<file path="src/rtl/rv32i_bus_pkg.sv">
// Shared types for the RV32I core data bus and its APB bridge.
package rv32i_bus_pkg;

  typedef enum logic [1:0] {IDLE, SETUP, ACCESS, DONE} apb_state_e;

  localparam logic [2:0] F3_B  = 3'b000;
  localparam logic [2:0] F3_H  = 3'b001;
  localparam logic [2:0] F3_W  = 3'b010;
  localparam logic [2:0] F3_BU = 3'b100;
  localparam logic [2:0] F3_HU = 3'b101;

  typedef struct packed {
    logic        we;
    logic [31:0] addr;
    logic [31:0] wdata;
    logic [2:0]  func3;
  } bus_req_t;

endpackage

</file>
<file path="src/rtl/apb_master_bridge_if.sv">
// APB3 request/response bundle with per-slave select lines.
interface apb_master_bridge_if #(
  parameter int NUM_SLAVES = 4
);
  logic [31:0]           PADDR;
  logic                  PWRITE;
  logic [31:0]           PWDATA;
  logic [3:0]            PSTRB;
  logic                  PENABLE;
  logic [NUM_SLAVES-1:0] PSEL;
  logic [31:0]           PRDATA;
  logic                  PREADY;
  logic                  PSLVERR;

  modport master (
    output PADDR, PWRITE, PWDATA, PSTRB, PENABLE, PSEL,
    input  PRDATA, PREADY, PSLVERR
  );

  modport slave (
    input  PADDR, PWRITE, PWDATA, PSTRB, PENABLE, PSEL,
    output PRDATA, PREADY, PSLVERR
  );
endinterface

</file>
<file path="src/rtl/load_store_aligner.sv">
// Byte-lane strobes, store replication, load extension and alignment check.
module load_store_aligner
  import rv32i_bus_pkg::*;
(
  input  logic [2:0]  func3,
  input  logic        we,
  input  logic [1:0]  addr_lo,
  input  logic [31:0] wdata,
  input  logic [31:0] rdata,
  output logic [3:0]  strb,
  output logic [31:0] wdata_rep,
  output logic [31:0] rdata_ext,
  output logic        misaligned
);
  logic [7:0]  byte_sel;
  logic [15:0] half_sel;

  assign byte_sel = rdata[{addr_lo, 3'b000} +: 8];
  assign half_sel = addr_lo[1] ? rdata[31:16] : rdata[15:0];

  always_comb begin
    strb       = 4'b0000;
    wdata_rep  = 32'h0;
    rdata_ext  = 32'h0;
    misaligned = 1'b0;
    if (we) begin
      // Stores only define B/H/W; anything else is rejected before APB.
      case (func3)
        F3_B: begin
          strb      = 4'b0001 << addr_lo;
          wdata_rep = {4{wdata[7:0]}};
        end
        F3_H: begin
          misaligned = addr_lo[0];
          strb       = 4'b0011 << {addr_lo[1], 1'b0};
          wdata_rep  = {2{wdata[15:0]}};
        end
        F3_W: begin
          misaligned = |addr_lo;
          strb       = 4'b1111;
          wdata_rep  = wdata;
        end
        default: misaligned = 1'b1;
      endcase
    end else begin
      case (func3)
        F3_B:  rdata_ext = {{24{byte_sel[7]}}, byte_sel};
        F3_BU: rdata_ext = {24'h0, byte_sel};
        F3_H: begin
          misaligned = addr_lo[0];
          rdata_ext  = {{16{half_sel[15]}}, half_sel};
        end
        F3_HU: begin
          misaligned = addr_lo[0];
          rdata_ext  = {16'h0, half_sel};
        end
        F3_W: begin
          misaligned = |addr_lo;
          rdata_ext  = rdata;
        end
        default: misaligned = 1'b1;
      endcase
    end
  end
endmodule

</file>
<file path="src/rtl/apb_master_bridge.sv">
// RV32I data bus to APB3 bridge: decode, SETUP/ACCESS sequencing, timeout.
module apb_master_bridge
  import rv32i_bus_pkg::*;
#(
  parameter int          NUM_SLAVES      = 4,
  parameter logic [31:0] BASE_ADDR       = 32'h1000_0000,
  parameter int          SLAVE_SPAN_BITS = 12,
  parameter int          TIMEOUT_CYCLES  = 255
) (
  input  logic        clk,
  input  logic        rst,
  input  logic        busReq,
  input  logic        busWe,
  input  logic [31:0] busAddr,
  input  logic [31:0] busWData,
  input  logic [2:0]  busFunc3,
  output logic [31:0] busRData,
  output logic        busReady,
  output logic        busErr,
  apb_master_bridge_if.master apb
);
  localparam int          IDX_W     = (NUM_SLAVES > 1) ? $clog2(NUM_SLAVES) : 1;
  localparam logic [32:0] WIN_BYTES = 33'(NUM_SLAVES) << SLAVE_SPAN_BITS;
  localparam logic [7:0]  TO_LIM    = 8'(TIMEOUT_CYCLES);

  apb_state_e state, next_state;
  bus_req_t   req_q, req_d, req_c;
  logic [7:0] wait_cnt, wait_d;

  logic [NUM_SLAVES-1:0] psel_q, psel_d, psel_dec;
  logic                  penable_q, penable_d, pwrite_q, pwrite_d;
  logic [31:0]           paddr_q, paddr_d, pwdata_q, pwdata_d;
  logic [3:0]            pstrb_q, pstrb_d;
  logic [31:0]           rdata_q, rdata_d;
  logic                  ready_q, ready_d, err_q, err_d;

  logic [31:0]      offset;
  logic             hit;
  logic [IDX_W-1:0] idx;

  logic [3:0]  al_strb;
  logic [31:0] al_wdata, al_rdata;
  logic        al_mis;

  // Below-base addresses wrap to a huge offset and fall outside the window.
  assign offset = busAddr - BASE_ADDR;
  assign hit    = {1'b0, offset} < WIN_BYTES;
  assign idx    = IDX_W'(offset >> SLAVE_SPAN_BITS);

  for (genvar n = 0; n < NUM_SLAVES; n++) begin : g_dec
    assign psel_dec[n] = hit && (idx == IDX_W'(n));
  end

  // In IDLE the aligner sees the live request so the first APB cycle is registered in time.
  assign req_c = (state == IDLE) ? '{we: busWe, addr: busAddr, wdata: busWData, func3: busFunc3}
                                 : req_q;

  load_store_aligner u_align (
    .func3      (req_c.func3),
    .we         (req_c.we),
    .addr_lo    (req_c.addr[1:0]),
    .wdata      (req_c.wdata),
    .rdata      (apb.PRDATA),
    .strb       (al_strb),
    .wdata_rep  (al_wdata),
    .rdata_ext  (al_rdata),
    .misaligned (al_mis)
  );

  always_ff @(posedge clk) begin
    if (rst) state <= IDLE;
    else     state <= next_state;
  end

  always_comb begin
    next_state = state;
    case (state)
      IDLE:    if (busReq) next_state = (!hit || al_mis) ? DONE : SETUP;
      SETUP:   next_state = ACCESS;
      // PREADY wins over a same-cycle timeout; both simply end the access.
      ACCESS:  if (apb.PREADY || wait_cnt == TO_LIM) next_state = DONE;
      DONE:    next_state = IDLE;
      default: next_state = IDLE;
    endcase
  end

  always_comb begin
    req_d     = req_q;
    wait_d    = wait_cnt;
    psel_d    = psel_q;
    penable_d = penable_q;
    paddr_d   = paddr_q;
    pwrite_d  = pwrite_q;
    pwdata_d  = pwdata_q;
    pstrb_d   = pstrb_q;
    rdata_d   = 32'h0;
    ready_d   = 1'b0;
    err_d     = 1'b0;
    case (state)
      IDLE: if (busReq) begin
        req_d  = req_c;
        wait_d = 8'h0;
        if (next_state == SETUP) begin
          psel_d    = psel_dec;
          penable_d = 1'b0;
          paddr_d   = {busAddr[31:2], 2'b00};
          pwrite_d  = busWe;
          pwdata_d  = al_wdata;
          pstrb_d   = al_strb;
        end else begin
          ready_d = 1'b1;
          err_d   = 1'b1;
        end
      end
      SETUP: penable_d = 1'b1;
      ACCESS: begin
        if (next_state == DONE) begin
          psel_d    = '0;
          penable_d = 1'b0;
          paddr_d   = 32'h0;
          pwrite_d  = 1'b0;
          pwdata_d  = 32'h0;
          pstrb_d   = 4'h0;
          ready_d   = 1'b1;
          if (apb.PREADY) begin
            err_d   = apb.PSLVERR;
            rdata_d = apb.PSLVERR ? 32'h0 : al_rdata;
          end else begin
            err_d = 1'b1;
          end
        end else begin
          wait_d = (wait_cnt == 8'hFF) ? wait_cnt : wait_cnt + 8'd1;
        end
      end
      DONE:    wait_d = 8'h0;
      default: ;
    endcase
  end

  always_ff @(posedge clk) begin
    if (rst) begin
      req_q     <= '0;
      wait_cnt  <= 8'h0;
      psel_q    <= '0;
      penable_q <= 1'b0;
      paddr_q   <= 32'h0;
      pwrite_q  <= 1'b0;
      pwdata_q  <= 32'h0;
      pstrb_q   <= 4'h0;
      rdata_q   <= 32'h0;
      ready_q   <= 1'b0;
      err_q     <= 1'b0;
    end else begin
      req_q     <= req_d;
      wait_cnt  <= wait_d;
      psel_q    <= psel_d;
      penable_q <= penable_d;
      paddr_q   <= paddr_d;
      pwrite_q  <= pwrite_d;
      pwdata_q  <= pwdata_d;
      pstrb_q   <= pstrb_d;
      rdata_q   <= rdata_d;
      ready_q   <= ready_d;
      err_q     <= err_d;
    end
  end

  assign apb.PSEL    = psel_q;
  assign apb.PENABLE = penable_q;
  assign apb.PADDR   = paddr_q;
  assign apb.PWRITE  = pwrite_q;
  assign apb.PWDATA  = pwdata_q;
  assign apb.PSTRB   = pstrb_q;
  assign busRData    = rdata_q;
  assign busReady    = ready_q;
  assign busErr      = err_q;
endmodule

</file>
<file path="src/flat_wrapper.sv">
// flat-port wrapper written by rule: the top's interface ports become plain ports
module apb_master_bridge_flat import rv32i_bus_pkg::*;
#(
  parameter int          NUM_SLAVES      = 4,
  parameter logic [31:0] BASE_ADDR       = 32'h1000_0000,
  parameter int          SLAVE_SPAN_BITS = 12,
  parameter int          TIMEOUT_CYCLES  = 255
)
  (clk, rst, busReq, busWe, busAddr, busWData, busFunc3, busRData, busReady, busErr, apb_PADDR, apb_PWRITE, apb_PWDATA, apb_PSTRB, apb_PENABLE, apb_PSEL, apb_PRDATA, apb_PREADY, apb_PSLVERR);
  apb_master_bridge_if #(.NUM_SLAVES(NUM_SLAVES)) apb_i ();
  input  logic clk;
  input  logic rst;
  input  logic busReq;
  input  logic busWe;
  input  logic [31:0] busAddr;
  input  logic [31:0] busWData;
  input  logic [2:0] busFunc3;
  output logic [31:0] busRData;
  output logic busReady;
  output logic busErr;
  output wire logic [$bits(apb_i.PADDR)-1:0] apb_PADDR;
  output wire logic [$bits(apb_i.PWRITE)-1:0] apb_PWRITE;
  output wire logic [$bits(apb_i.PWDATA)-1:0] apb_PWDATA;
  output wire logic [$bits(apb_i.PSTRB)-1:0] apb_PSTRB;
  output wire logic [$bits(apb_i.PENABLE)-1:0] apb_PENABLE;
  output wire logic [$bits(apb_i.PSEL)-1:0] apb_PSEL;
  input wire logic [$bits(apb_i.PRDATA)-1:0] apb_PRDATA;
  input wire logic [$bits(apb_i.PREADY)-1:0] apb_PREADY;
  input wire logic [$bits(apb_i.PSLVERR)-1:0] apb_PSLVERR;
  assign apb_PADDR = apb_i.PADDR;
  assign apb_PWRITE = apb_i.PWRITE;
  assign apb_PWDATA = apb_i.PWDATA;
  assign apb_PSTRB = apb_i.PSTRB;
  assign apb_PENABLE = apb_i.PENABLE;
  assign apb_PSEL = apb_i.PSEL;
  assign apb_i.PRDATA = apb_PRDATA;
  assign apb_i.PREADY = apb_PREADY;
  assign apb_i.PSLVERR = apb_PSLVERR;
  apb_master_bridge #(.NUM_SLAVES(NUM_SLAVES), .BASE_ADDR(BASE_ADDR), .SLAVE_SPAN_BITS(SLAVE_SPAN_BITS), .TIMEOUT_CYCLES(TIMEOUT_CYCLES)) u_core (.clk(clk), .rst(rst), .busReq(busReq), .busWe(busWe), .busAddr(busAddr), .busWData(busWData), .busFunc3(busFunc3), .busRData(busRData), .busReady(busReady), .busErr(busErr), .apb(apb_i));
endmodule
</file>
<file path="config.mk">
export PLATFORM = sky130hd
export DESIGN_NAME = apb_master_bridge_flat
export DESIGN_NICKNAME = d
export VERILOG_FILES = /design/src/rtl/rv32i_bus_pkg.sv /design/src/rtl/apb_master_bridge_if.sv /design/src/rtl/load_store_aligner.sv /design/src/rtl/apb_master_bridge.sv /design/src/flat_wrapper.sv
export SDC_FILE = /design/constraint.sdc
export NUM_CORES = 1
export LEC_CHECK = 0
export BUFFER_PORTS_ARGS = -buffer_cell sky130_fd_sc_hd__buf_2
export CAP_MARGIN = 15
export CORE_MARGIN = 10
export CORE_UTILIZATION = 35
export DETAILED_ROUTE_END_ITERATION = 16
export PLACE_DENSITY = 0.6
export SLEW_MARGIN = 25
export SYNTH_ARGS = -nofsm -noshare
export SYNTH_HDL_FRONTEND = slang
export SYNTH_SLANG_ARGS = --single-unit
export TNS_END_PERCENT = 30
</file>
<file path="constraint.sdc">
create_clock -name clk -period 2.95 [get_ports clk]
set_input_delay 0.59 -clock clk [delete_from_list [all_inputs] [get_ports clk]]
set_output_delay 0.59 -clock clk [all_outputs]
set_load 0.01 [all_outputs]
</file>
* Word level (Yosys, flattened, before mapping)
Index checks and enable logic that the tools add are counted.
** Word-level totals
- Register bits after elaboration :: 186
- Output and inout bits :: 108
- Word-level logic and storage cells :: 109
** Cells by class
- Add/subtract/negate cells :: 2
- $lt $le $gt $ge :: 1
- Eq/ne operators :: 18
- Shift operators :: 3
- Mux-type cells :: 46
- Bitwise gates (word level) :: 3
- Reductions and logical operators :: 21
** Operator list (number)
- $mux W32 :: 6
- $pmux W32 S5 :: 1
- $pmux W32 S2 :: 2
- $pmux W32 S3 :: 1
- $mux W68 :: 1
- $lt A32 B15 Y1 const B :: 1
- $shiftx A32 B6 Y8 :: 1
- $sub A32 B29 Y32 const B :: 1
- $mux W4 :: 6
- $mux W8 :: 3
- $pmux W8 S3 :: 1
- $mux W16 :: 1
- $pmux W4 S2 :: 2
- $pmux W4 S3 :: 1
- $reduce_and A4 Y1 :: 3
- $mux W1 :: 11
- $eq A2 B2 Y1 const B :: 5
- $pmux W1 S3 :: 3
- $add A8 B1 Y8 const B :: 1
- $eq A8 B8 Y1 const B :: 1
- $ne A2 B2 Y1 const B :: 4
- $pmux W2 S4 :: 1
- $eq A2 B1 Y1 const B :: 3
- $eq A3 B3 Y1 const B :: 2
- 18 further kinds :: 32

* Logic depth before layout (Yosys ltp)
- Depth after elaboration :: 14
- Depth in mapped cells :: 12
- Gate-level depth less buffers :: 7

* Modules after synthesis
A second synthesis with hierarchy kept.
** Unflattened totals
- Cells, all modules :: 897
- Area, all modules :: 7339.5 µm²
** By module, submodules not included
- apb_master_bridge :: times used 1, cells each 665, area each 5999.5 µm²
- load_store_aligner :: times used 1, cells each 232, area each 1340.0 µm²

* Worst setup path before layout
Ideal clock, no wire load.
- Kind :: reg2reg
- Start point :: reg u_core.state[0]
- End point :: reg u_core.pwdata_q[10] (netlist: u_core.apb.PWDATA[10])
- Arrival :: 2.326 ns
- Required time :: 2.834 ns
- Setup slack :: 0.507 ns
- Cell stages (with the launch flop) :: 11
- Period minus slack after synthesis :: 2.443 ns
- Cells stage by stage :: dfxtp_1 -> inv_1 -> ha_1 -> buf_6 -> and2_1 -> clkbuf_1 -> a2111oi_4 -> nor3_2 -> buf_6 -> o221a_2 -> a31o_2
** On the way
- Cells in the longest elaborated chain, start to end :: 13
- Elaborated cells between the ends (all ways) :: 33
- Those cells by class :: 12 x eq/ne; 13 x mux; 8 x reduce/logical
** RTL lines
- from (decl) :: RTL line apb_master_bridge.sv:26 : apb_state_e state, next_state;
- from (signal assigned) :: RTL line apb_master_bridge.sv:72 : else state <= next_state;
- $logic_not A2 Y1 :: RTL line apb_master_bridge.sv:55, apb_master_bridge.sv:77, apb_master_bridge.sv:99
- $mux W68 :: RTL line apb_master_bridge.sv:55 : assign req_c = (state == IDLE) ? '{we: busWe, addr: busAddr, wdata: busWData, func3: busFunc3}
- $eq A3 B3 Y1 (tied with other cells) :: RTL line load_store_aligner.sv:46 : case (func3)
- $reduce_or A2 Y1 (no source line)
- $pmux W1 S3 :: RTL line load_store_aligner.sv:46
- $mux W1 :: RTL line load_store_aligner.sv:26 : if (we) begin
- $logic_or A1 B1 Y1 :: RTL line apb_master_bridge.sv:78 : IDLE: if (busReq) next_state = (!hit || al_mis) ? DONE : SETUP;
- $mux W2 (2 in series) :: RTL line apb_master_bridge.sv:78
- $pmux W2 S4 :: RTL line apb_master_bridge.sv:77 : case (state)
- $eq A2 B1 Y1 / $eq A2 B2 Y1 (equally long branches) :: RTL line apb_master_bridge.sv:103, apb_master_bridge.sv:117
- $ne A2 B2 Y1 (no source line) / $ne A2 B1 Y1 (equally long branches)
- $reduce_and A4 Y1 (no source line)
- to (signal assigned) :: RTL line apb_master_bridge.sv:160 : pwdata_q <= pwdata_d;
- to (decl) :: RTL line apb_master_bridge.sv:32 : logic [31:0] paddr_q, paddr_d, pwdata_q, pwdata_d;
Several ways; a longest one is shown, not always the timed one. The select of a mux whose other input is x is not followed.
A chain may end at the register's enable or synchronous reset.

* Final worst setup path
- Start point :: reg u_core.state[0]
- End point :: reg u_core.rdata_q[1] (netlist: u_core.busRData[1])
** On the way
- Cells in the longest elaborated chain, start to end :: 13
- Elaborated cells between the ends (all ways) :: 28
- Those cells by class :: 8 x eq/ne; 1 x shift; 10 x mux; 2 x bitwise; 7 x reduce/logical
** RTL lines
- $logic_not A2 Y1 :: RTL line apb_master_bridge.sv:55, apb_master_bridge.sv:77
- $mux W68 :: RTL line apb_master_bridge.sv:55
- $eq A3 B3 Y1 (tied with other cells) :: RTL line load_store_aligner.sv:46
- $reduce_or A2 Y1 (no source line)
- $pmux W1 S3 :: RTL line load_store_aligner.sv:46
- $mux W1 :: RTL line load_store_aligner.sv:26
- $logic_or A1 B1 Y1 :: RTL line apb_master_bridge.sv:78
- $mux W2 (2 in series) :: RTL line apb_master_bridge.sv:78
- $pmux W2 S4 :: RTL line apb_master_bridge.sv:77
- $eq A2 B2 Y1 :: RTL line apb_master_bridge.sv:117 : if (next_state == DONE) begin
- $not A1 Y1 (no source line)
- $reduce_or A6 Y1 (no source line)
- to (signal assigned) :: RTL line apb_master_bridge.sv:162 : rdata_q <= rdata_d;
- to (decl) :: RTL line apb_master_bridge.sv:34 : logic [31:0] rdata_q, rdata_d;
Several ways; a longest one is shown, not always the timed one.

==> metrics.md <==
| Metric | Value |
|---|---|
| DRC viols | 0 |
| Initial antenna violation count | 2 |
| TritonCTS Buffers | 17 |
| Element type at the critical path end | flip-flop |
| Syn-to-layout area delta | 27.3% |
| Switching power of the nets | 2.82 mW |
| RR Startpoint | u_core.state[0]$_SDFF_PP0_ |
| DRT Pass-1 Iters | 4 |
| Cell count of the worst reg-to-reg path | 9 |
| Worst slew pin tran | 0.872 ns |
| First-pass GRT wire length | 37.3 mm |
| Clk buf depth | 2 |
| #FFs+latches synth | 154 |
| Most frequent cell on the critical path | buf_4 |
| Ports | 213 |
| Final worst path period need | 2.67 ns |
| Post-route ant nets | 0 |
| Outcome | complete, no violations |
| Hold crit path type | in -> reg |
| Slew Viols, Final | 0 |
| Post-Syn Instances | 822 |
| Top_reg_cell synth | dfxtp_1 |
| CP arrival | 2.97 ns |
| Pint | 4.57 mW |
| Full die area | 26100 um2 |
| Worst Path Buf+Inv | 3 |
| FF+latch area | 3080 um2 |
| Final TNS setup | 0 ns |
| Area of the multi-input gates | 3580 um2 |
| Pwr/cell area | 828 nW/um2 |
| Static Leak | 3.84 nW |
| Vias in the first global route | 6766 |
| Vias | 6819 |
| Critical path origin | u_core.state[0]$_SDFF_PP0_ |
| Slew margin rel. | 41.8% |
| CTS H-tree depth | 4 |
| PortBufs | 210 |
| Later-pin clock latency in the skew report | 0.42 ns |
| Initial Util | 35.8% |
| Critical Path, Cell by Cell | inv_1, ha_2, buf_4, mux2i_2, buf_4, a21oi_1, a31o_2, a22oi_1, nor2_1 |
| Number of flops mapped to enable cells by yosys | 0 |
| Switching share of power | 38.1% |
| Layout cells sized above 1 | 29.7% |
| Final period util | 90.4% |
| Gr usage total | 17.6% |
| Max FO, Critical Path | 31 |
| Final setup viols | 0 |
| Fillers | 1989 |
| Worst hold margin | 0.410 ns |
| Critical Path End | u_core.busRData[1]$_SDFF_PP0_ |
| FFs w/ async S/R, synth | 0% |
| Synth unique cells | 63 |
| Hold Vio Cnt, Final | 0 |
| Die height | 162 um |
| CP Launch Type | flip-flop |
| Mapped Area | 7010 um2 |
| RSZ-0062 raised after global routing | no |
| Crit path required time | 3.25 ns |
| Post-synth top area share | 44.0% |
| Aggregate global routing overflow | 0 |
| Kind of critical path | reg -> reg |
| Post-synth top area cell | dfxtp_1 |
| Hold_buf cts | 0 |
| Largest net degree at the start of global routing | 53 |
| Row count | 51 |
| Critical R2R Capture | u_core.busRData[1]$_SDFF_PP0_ |
| Clock network power share | 29.5% |
| WP depth | 9 |
| CTS tree | yes |
| R2r setup slk | 0.28 ns |
| Final GP Congestion | 0.902 |
| Area contributors post-synth | dfxtp_1, a21oi_1, mux2i_1 |
| Family with the most delay on the worst path | buffers and inverters |
| CTS sink cnt | 154 |
| Die width | 162 um |
| Clock-pin slew on the worst setup and hold paths | 0.07 ns |
| MaxCap Viol Count | 0 |
| Root buf cell | clkbuf_16 |
| Vias per cell | 5.27 |
| Dpl hpwl | 17.5 mm |
| CP peak stage delay | 0.37 ns |
| Wirelength per Cell | 18.3 um |
| Worst Skew | 0.00888 ns |
| Worst vdd ir | 432 uV |
| CP max stage cell | buf_4 |
| Ys Warns | 0 |
| Average cell area after synthesis | 8.53 um2 |
| F_max | 375 MHz |
| Register area share after synthesis | 44.0% |
| Combinational power share | 39.1% |
| DRT Wirelength | 23.7 mm |
| Total Nets Final | 1125 |
| Core area | 19600 um2 |
| Drt initial violations | 545 |
| Seq pwr share | 31.4% |
state kept, by name, summed over array words and instances (netlist names):
register and cells:
u_core.busRData 32, u_core.apb.PSEL 4, u_core.apb.PENABLE 1, u_core.apb.PADDR 30, u_core.state 2, u_core.busReady 1, u_core.apb.PWDATA 32, u_core.apb.PSTRB 4
u_core.req_q 38, u_core.wait_cnt 8, u_core.busErr 1, u_core.apb.PWRITE 1
worst reg2reg max path: stages (launching register included):
cell,delay (ns)
dfxtp_1,0.36
inv_1,0.12
ha_2,0.35
buf_4,0.37
mux2i_2,0.27
buf_4,0.35
a21oi_1,0.18
a31o_2,0.28
a22oi_1,0.20
nor2_1,0.06
placed cells by master (no fill, tap or decap), types with 3 or more instances in the layout:
cell,count
buf_4,32
or3_1,9
ha_1,3
nor3_2,3
mux2i_1,44
inv_1,12
nor3_1,38
mux2_2,9
o21ai_0,45
nor2b_1,4
buf_2,210
clkbuf_16,17
o2bb2ai_1,5
and2_1,20
a22oi_1,15
nor3b_1,3
nand2_1,102
clkinvlp_4,3
nor4_1,4
nand4_1,33
o221a_2,3
o211ai_1,3
inv_6,5
a31o_2,3
a21oi_1,99
nand3_1,32
nor2_1,33
o41ai_1,5
o22ai_1,9
and3_1,4
dfxtp_1,154
a211oi_1,14
routing by layer:
metal | track usage, % | vias to the layer above | wire length [um]
met5 | 0 | - | 20
met4 | 6.04 | 2 | 359
met3 | 5.06 | 21 | 1900
met2 | 26.8 | 259 | 10600
met1 | 23.3 | 3160 | 10800
li1 | - | 3377 | -
cell usage after synthesis (all sizes together) (13+ instances only):
library cell	instances
buf	31
o21ai	45
inv	13
clkbuf	37
nor2	35
nand4	33
a22oi	15
and2	20
nand3	32
nor3	42
mux2i	45
a21oi	99
dfxtp	154
nand2	102
a211oi	15
cell type report:
type                       count  share of cell area (%)
tap                          265                    3.71
inverter                      14                   0.630
sequential                   154                    34.5
antenna                        1                  0.0280
clock buffer                  20                    5.00
clock inverter                12                    1.54
multi-input combinational    587                    40.1
timing repair buffer         242                    14.5
kinds of logic (layout without fill, tap and decap cells):
| logic type | count (synthesis) | in the layout | synth area share, % |
|---|---|---|---|
| fa+ha+maj | 4 | 4 | 0.714 |
| simple gates | 302 | 302 | 21.5 |
| flops | 154 | 154 | 44.0 |
| buf+inv | 82 | 288 | 5.49 |
| mux | 56 | 56 | 8.40 |
| compound gates | 223 | 223 | 19.8 |
| other cells | 1 | 3 | 0.0535 |
what timing repair did:
item                       CTS  global route
setup endpoints to repair    0            11
setup buffers                0             1
resized for setup            0             2
power groups by stage:
stage | logic, mW | clock network (mW) | registers (mW)
after floorplan | 2.05 | 0 | 2.36
after CTS | 2.87 | 2.22 | 2.31
final | 2.89 | 2.18 | 2.32
after global routing | 3.19 | 2.30 | 2.33
after global placement | 2.84 | 0 | 2.36
after detailed placement | 2.86 | 0 | 2.36
through the flow:
step | power, mW | cells | instance area (um2) | utilization (%) | worst slack [ns]
after floorplan | 4.41 | 823 | 7020 | - | 0.507
after CTS | 7.40 | 1293 | 8910 | 45.5 | 0.154
after global routing | 7.83 | 1294 | 8930 | 45.6 | 0.0274
final | 7.39 | 1295 | 8930 | 45.6 | 0.284
after detailed placement | 5.22 | 1261 | 8330 | 42.5 | 0.166
after global placement | 5.19 | 1261 | 8330 | 42.5 | 0.127
worst min-delay path by stage:
stage                     cells past startpoint                                 to  slack [ns]                         startpoint
final                                         3       u_core.req_q[5]$_SDFFE_PP0P_        0.41                        busWData[2]
after detailed placement                      1  u_core.apb.PADDR[14]$_SDFFE_PP0P_        0.44  u_core.apb.PADDR[14]$_SDFFE_PP0P_
after CTS                                     3       u_core.req_q[5]$_SDFFE_PP0P_        0.39                        busWData[2]
after global placement                        1  u_core.apb.PADDR[20]$_SDFFE_PP0P_        0.44  u_core.apb.PADDR[20]$_SDFFE_PP0P_
after floorplan                               2      u_core.req_q[18]$_SDFFE_PP0P_        0.43      u_core.req_q[18]$_SDFFE_PP0P_
after global routing                          3       u_core.req_q[5]$_SDFFE_PP0P_        0.40                        busWData[2]
No activity file was read; power rests on OpenSTA's default activity.
